==> src/rtl/seg_msg_scan.sv <==
// Multiplexed 7-segment message screen: scans a glyph buffer across DIGITS digits
// with optional scroll and blink, and exits to DONE on a fresh keypress.
module seg_msg_scan #(
  parameter int DIGITS        = 8,
  parameter int DIV           = 25000,
  parameter int MSG_LEN       = 16,
  parameter int SCROLL_FRAMES = 64,
  parameter int BLINK_FRAMES  = 32,
  parameter int KEYS          = 12
) (
  input  logic                       clk,
  input  logic                       rst_n,
  input  logic                       enable,
  input  logic [1:0]                 mode,
  input  logic [KEYS-1:0]            key_data,
  input  logic                       msg_we,
  input  logic [$clog2(MSG_LEN)-1:0] msg_addr,
  input  logic [6:0]                 msg_data,
  output logic [6:0]                 seg_txt,
  output logic [DIGITS-1:0]          seg_com,
  output logic                       key_hit,
  output logic                       busy
);

  localparam int AW = $clog2(MSG_LEN);
  localparam int IW = $clog2(DIGITS);
  localparam int CW = $clog2(DIV);
  localparam int SW = (SCROLL_FRAMES > 1) ? $clog2(SCROLL_FRAMES) : 1;
  localparam int BW = (BLINK_FRAMES > 1) ? $clog2(BLINK_FRAMES) : 1;

  typedef enum logic [1:0] {IDLE, SHOW, DONE} state_t;

  state_t          state, nxt_state;
  logic            key_sync_p0, key_sync_p1, key_prev_p2;
  logic            key_edge;
  logic [CW-1:0]   cnt;
  logic            tick;
  logic [IW-1:0]   idx;
  logic [AW-1:0]   offset, off_disp, rd_addr;
  logic [SW-1:0]   scroll_cnt;
  logic [BW-1:0]   blink_cnt;
  logic            blink_ph;
  logic [1:0]      mode_r;
  logic            upd_p0;
  logic [DIGITS-1:0] com_sel;
  logic [6:0]      glyph_mem [MSG_LEN];

  // Keypad synchronizer; the edge detector runs in every state so a key held
  // across SHOW entry never looks like a fresh press.
  always_ff @(posedge clk or negedge rst_n) begin
    if (!rst_n) begin
      key_sync_p0 <= 1'b0;
      key_sync_p1 <= 1'b0;
      key_prev_p2 <= 1'b0;
    end else begin
      key_sync_p0 <= |key_data;
      key_sync_p1 <= key_sync_p0;
      key_prev_p2 <= key_sync_p1;
    end
  end

  assign key_edge = key_sync_p1 & ~key_prev_p2 & (state == SHOW);

  always_ff @(posedge clk or negedge rst_n) begin
    if (!rst_n) state <= IDLE;
    else        state <= nxt_state;
  end

  always_comb begin
    nxt_state = state;
    unique case (state)
      IDLE:    if (enable) nxt_state = SHOW;
      SHOW:    if (!enable) nxt_state = IDLE;
               else if (key_edge) nxt_state = DONE;
      DONE:    if (!enable) nxt_state = IDLE;
      default: nxt_state = IDLE;
    endcase
  end

  assign busy = (state == SHOW);
  assign tick = (cnt == CW'(DIV - 1));

  // Scan counters; everything is held cleared outside SHOW so entry starts fresh.
  always_ff @(posedge clk or negedge rst_n) begin
    if (!rst_n) begin
      cnt        <= '0;
      idx        <= '0;
      offset     <= '0;
      scroll_cnt <= '0;
      blink_cnt  <= '0;
      blink_ph   <= 1'b0;
      mode_r     <= 2'b00;
    end else if (state != SHOW) begin
      cnt        <= '0;
      idx        <= '0;
      offset     <= '0;
      scroll_cnt <= '0;
      blink_cnt  <= '0;
      blink_ph   <= 1'b0;
      mode_r     <= mode;
    end else if (tick) begin
      cnt <= '0;
      if (idx == IW'(DIGITS - 1)) begin
        idx    <= '0;
        mode_r <= mode;
        if (scroll_cnt == SW'(SCROLL_FRAMES - 1)) begin
          scroll_cnt <= '0;
          if (mode_r[0]) offset <= offset + AW'(1);
        end else begin
          scroll_cnt <= scroll_cnt + SW'(1);
        end
        if (blink_cnt == BW'(BLINK_FRAMES - 1)) begin
          blink_cnt <= '0;
          blink_ph  <= ~blink_ph;
        end else begin
          blink_cnt <= blink_cnt + BW'(1);
        end
      end else begin
        idx <= idx + IW'(1);
      end
    end else begin
      cnt <= cnt + CW'(1);
    end
  end

  assign off_disp = mode_r[0] ? offset : '0;
  assign rd_addr  = off_disp + AW'(idx);

  always_comb begin
    com_sel = '1;
    com_sel[IW'(DIGITS - 1) - idx] = 1'b0;
  end

  always_ff @(posedge clk or negedge rst_n) begin
    if (!rst_n) begin
      for (int i = 0; i < MSG_LEN; i++) glyph_mem[i] <= 7'h7F;
    end else if (msg_we) begin
      glyph_mem[msg_addr] <= msg_data;
    end
  end

  // Segment outputs latch only once per slot, so a glyph rewrite mid-slot
  // shows on the next refresh of that digit.
  always_ff @(posedge clk or negedge rst_n) begin
    if (!rst_n) begin
      seg_com <= '1;
      seg_txt <= 7'h7F;
      key_hit <= 1'b0;
      upd_p0  <= 1'b0;
    end else begin
      key_hit <= (state == SHOW) && (nxt_state == DONE);
      upd_p0  <= (state != SHOW) || tick;
      if (state != SHOW || nxt_state != SHOW) begin
        seg_com <= '1;
        seg_txt <= 7'h7F;
      end else if (upd_p0) begin
        if (mode_r[1] && blink_ph) begin
          seg_com <= '1;
          seg_txt <= 7'h7F;
        end else begin
          seg_com <= com_sel;
          seg_txt <= glyph_mem[rd_addr];
        end
      end
    end
  end

endmodule

==> config.mk <==
export PLATFORM = sky130hd
export DESIGN_NAME = seg_msg_scan
export DESIGN_NICKNAME = d
export VERILOG_FILES = /design/src/rtl/seg_msg_scan.sv
export SDC_FILE = /design/constraint.sdc
export NUM_CORES = 1
export LEC_CHECK = 0
export CORE_MARGIN = 4
export CORE_UTILIZATION = 40
export CTS_BUF_LIST = sky130_fd_sc_hd__clkbuf_16
export DETAILED_ROUTE_END_ITERATION = 8
export GPL_ROUTABILITY_DRIVEN = 1
export SETUP_SLACK_MARGIN = 0.4
export SYNTH_ARGS = -nofsm -noshare
export SYNTH_HDL_FRONTEND = slang
export SYNTH_SLANG_ARGS = --single-unit
export TNS_END_PERCENT = 100
==> constraint.sdc <==
create_clock -name clk -period 4.9 [get_ports clk]
set_clock_uncertainty 0.15 [all_clocks]
set_input_delay 1.47 -clock clk [delete_from_list [all_inputs] [get_ports clk]]
set_output_delay 1.47 -clock clk [all_outputs]
set_load 0.01 [all_outputs]
==> parameters.txt <==
Parameter                              Value

Critical path
  CP Buf/Inv Count ... 2
  Launch point of the worst reg-to-reg path ... state[1]
  Endpoint class of the critical path ... primary output
  Maximum fanout count along the critical path ... 20
  Start-to-end type of the worst setup path ... flip-flop to primary output
  Kind of cell adding the most delay to the critical path ... buffers and inverters
  Depth of the worst register-to-register path ... 5
  Cells along the critical path ... nand2b_1, inv_1, clkdlybuf4s50_1
  CP Depth ... 3
  Cell with the biggest individual delay on the critical path ... inv_1
  Critical Path Source ... state[1]
  Largest stage delay on the critical path ... 680 ps
  Required arrival time at the worst endpoint ... 3280 ps
  CP Data Arrival Time ... between 2000 and 3000 ps
  Startpoint class of the critical path ... flip-flop

STA
  Timing-limited maximum frequency ... 0.234 GHz
  Final-report setup violation count ... 0
  Setup TNS Final ... 0 ps
  Hold WS ... 200 ps
  Max-slew headroom ... 0.177
  Final-report hold violation count ... 0
  Fraction of the cycle the final worst path needs ... 0.873
  Slew of the pin with the lowest slew margin ... between 1000 and 1500 ps
  RSZ-0062 raised after global routing ... no
  Slew Limit Fails ... 0
  Final critical-path required period ... approximately 4300 ps

Floorplanning
  Core Rows ... 52
  Starting Density ... 0.405
  Die footprint ... roughly 23000 um^2
  Height of the die ... ~150 um
  Number of top-level pins ... 46
  Die extent in x ... roughly 150 um
  Core area ... slightly above 20000 um^2

Logic synthesis
  Ranking of synthesized cells by instance count ... 127 x dfstp_2, 114 x mux2_2, 43 x dfrtp_1
  Async S/R FF share, synth ... 1.00
  Cell types occupying the most area after synthesis ... dfstp_2 41%, mux2_2 16%, dfrtp_1 13%
  Mapped cell area ... slightly above 8000 um^2
  Share of the synthesized area in the top cell type ... 0.408
  Seq cells post-synth ... 170
  Yosys warnings ... 0
  Leading area contributor after synthesis ... dfstp_2
  Dominant cell by count in the synthesized netlist ... dfstp_2
  Total nets after synthesis ... 631
  Synthesized instance count ... between 500 and 600
  EDFF count, synth ... 0
  Number of distinct standard cells referenced by the synthesized netlist ... 65
  Average cell area after synthesis ... 13.8 um^2
  Part of the Yosys area used for sequential elements ... 0.540
  Top FF cell, synth ... dfstp_2

Pwr
  Worst-case vdd ir drop ... 0.000231 V
  Power share of the clock group ... 0.365
  P_leak ... 0.00354 uW
  Switching share of power ... 0.233
  Power per cell area ... slightly below 400 nW/um^2
  Portion of total power attributed to sequential cells ... 0.515
  Gate power share ... 0.120
  Total net switching power ... between 800 and 900 uW
  Internal Power ... ~2800 uW

Placed design
  Placed Cells incl. Taps ... slightly below 900
  Final HPWL DP ... 11.3 mm
  Number of buffers added on ports ... 45
  Routability-driven placement congestion ratio ... about 0.80

Clocking
  Clock tree from TritonCTS ... yes
  CTS Hold Buffers Added ... 0
  Clock net sink count ... between 150 and 200
  Clk_lat worst skew ... around 430 ps
  Htree depth ... 4
  Cells resized by post-CTS repair ... 0
  Root buffer cell ... clkbuf_16
  Total CTS buffers ... 17
  Clock Tree Buf Depth ... 2
  Setup bufs post-CTS ... 0
  Clock transition time at the flip-flop clock pins of the worst setup and hold paths ... ~60 ps

Job
  Maximum capacitance violations ... 0

Drt
  Overall routed net length ... ~17 mm
  Number of optimization iterations in the first detailed-route pass ... 4
  Residual DRC ... 0
  Number of routed nets with antenna violations ... 0
  Count of routing violations after the opening detailed-route iteration ... between 200 and 250
  Vias per Instance ... 5.51
  Detailed-route wire length per cell ... 18.9 um
  DR vias ... ~5000

GRT
  Total congestion overflow ... 0
  Vias in the first global route ... 5313
  Initial antenna violation count ... 0
  Global-route wire length before repair ... ~28 mm
  Total global-route track usage ... 0.160
  Maximum number of pins on one net before global-route repair ... between 100 and 150

Status
  Run status ... finished, final reports clean

Min path
  Cell depth of the worst min-delay path ... 0
  Critical hold path startpoint ... key_sync_p0
  Tightest Hold Check Type ... flip-flop to flip-flop

Final layout
  Total of fill cells in the finished design ... ~1800
  Layout overhead on the synthesized area ... 14.8%
  Number of nets in the layout ... 667
  Inserted Diodes ... 0
  Ratio of cells with drive above 1 in the final layout ... 0.508
  Final Core Density ... 0.466
  Finished Layout Cells ... 910
==> stage by stage <==
stage                     worst slack, ps  total power (uW)  cell area [um^2]
final                                 621              3680              9390
after global routing                  460              3850              9390
after CTS                             617              3720              9390
after detailed placement             1090              2370              8800
after global placement               1160              2330              8800
after floorplan                      2230              2200              8180
==> registers in the layout, summed over array words and instances (netlist names) <==
signal / cells
glyph_mem: 112
cnt: 15
seg_com: 8
seg_txt: 7
scroll_cnt: 6
blink_cnt: 5
offset: 4
idx: 3
mode_r: 2
state: 2
blink_ph: 1
key_hit: 1
key_prev_p2: 1
key_sync_p0: 1
key_sync_p1: 1
upd_p0: 1
==> power by group through the flow <==
stage               registers (uW)  clock network [uW]  logic (uW)
finish                        1900                1340         440
floorplan                     1870                   0         329
CTS                           1900                1380         450
global route                  1930                1440         483
global placement              1900                   0         428
detailed placement            1920                   0         449
==> final timing paths <==
check | to | slack (ps)
max reg2reg | seg_txt[1] | 1750
min reg2reg | key_sync_p1 | 200
min in group asynchronous | key_sync_p1 | 840
max | busy | 620
max in group asynchronous | glyph_mem[49] | 2800
min | key_sync_p1 | 200
==> cell families after synthesis <==
group | Yosys count | share of synthesized area
AO/OA/AOI/OAI | 61 | 0.0540
XOR/XNOR | 11 | 0.0127
adder cells (fa/ha/maj) | 11 | 0.0177
buffers and inverters | 35 | 0.0268
flip-flops | 170 | 0.540
multiplexers | 157 | 0.252
AND/OR/NAND/NOR | 146 | 0.0967
==> cells in the final DEF, fill, tap and decap left out, types with 3 or more instances in the layout <==
| cell type | n |
|---|---|
| nor4_1 | 3 |
| inv_1 | 4 |
| a21oi_1 | 12 |
| nand2b_1 | 11 |
| and2_1 | 4 |
| ha_1 | 9 |
| or3_1 | 4 |
| xor2_1 | 7 |
| clkbuf_16 | 17 |
| nand2_1 | 24 |
| mux2i_1 | 15 |
| mux2_2 | 114 |
| nor3_1 | 8 |
| mux4_2 | 28 |
| dfstp_2 | 127 |
| and3_1 | 7 |
| clkdlybuf4s50_1 | 44 |
| o22a_1 | 3 |
| nand3_1 | 16 |
| xnor2_1 | 3 |
| a31o_2 | 5 |
| a221oi_1 | 7 |
| o21ai_0 | 8 |
| dfrtp_1 | 43 |
| inv_6 | 5 |
| nand4_1 | 7 |
| nand3b_1 | 3 |
| o32a_1 | 4 |
| or4_1 | 3 |
| nor2_1 | 39 |
| a31oi_1 | 8 |
==> per-layer routing <==
metal,vias up,wire length [um],GRT usage
li1,2275,-,-
met3,18,636,0.0335
met1,2649,7540,0.209
met2,68,8780,0.272
met4,0,211,0.0431
met5,-,0,0
==> layout make-up <==
| class | count | area [um^2] | share of cell area |
|---|---|---|---|
| clock inverters | 15 | 163 | 0.0173 |
| repair buffers | 48 | 487 | 0.0518 |
| flip-flops and latches | 170 | 4410 | 0.470 |
| multi-input cells | 386 | 3550 | 0.378 |
| inverters | 4 | 15.0 | 0.00160 |
| clock buffers | 17 | 425 | 0.0453 |
| well taps | 270 | 338 | 0.0360 |
Note: power is estimated with default switching activity, not from simulation.
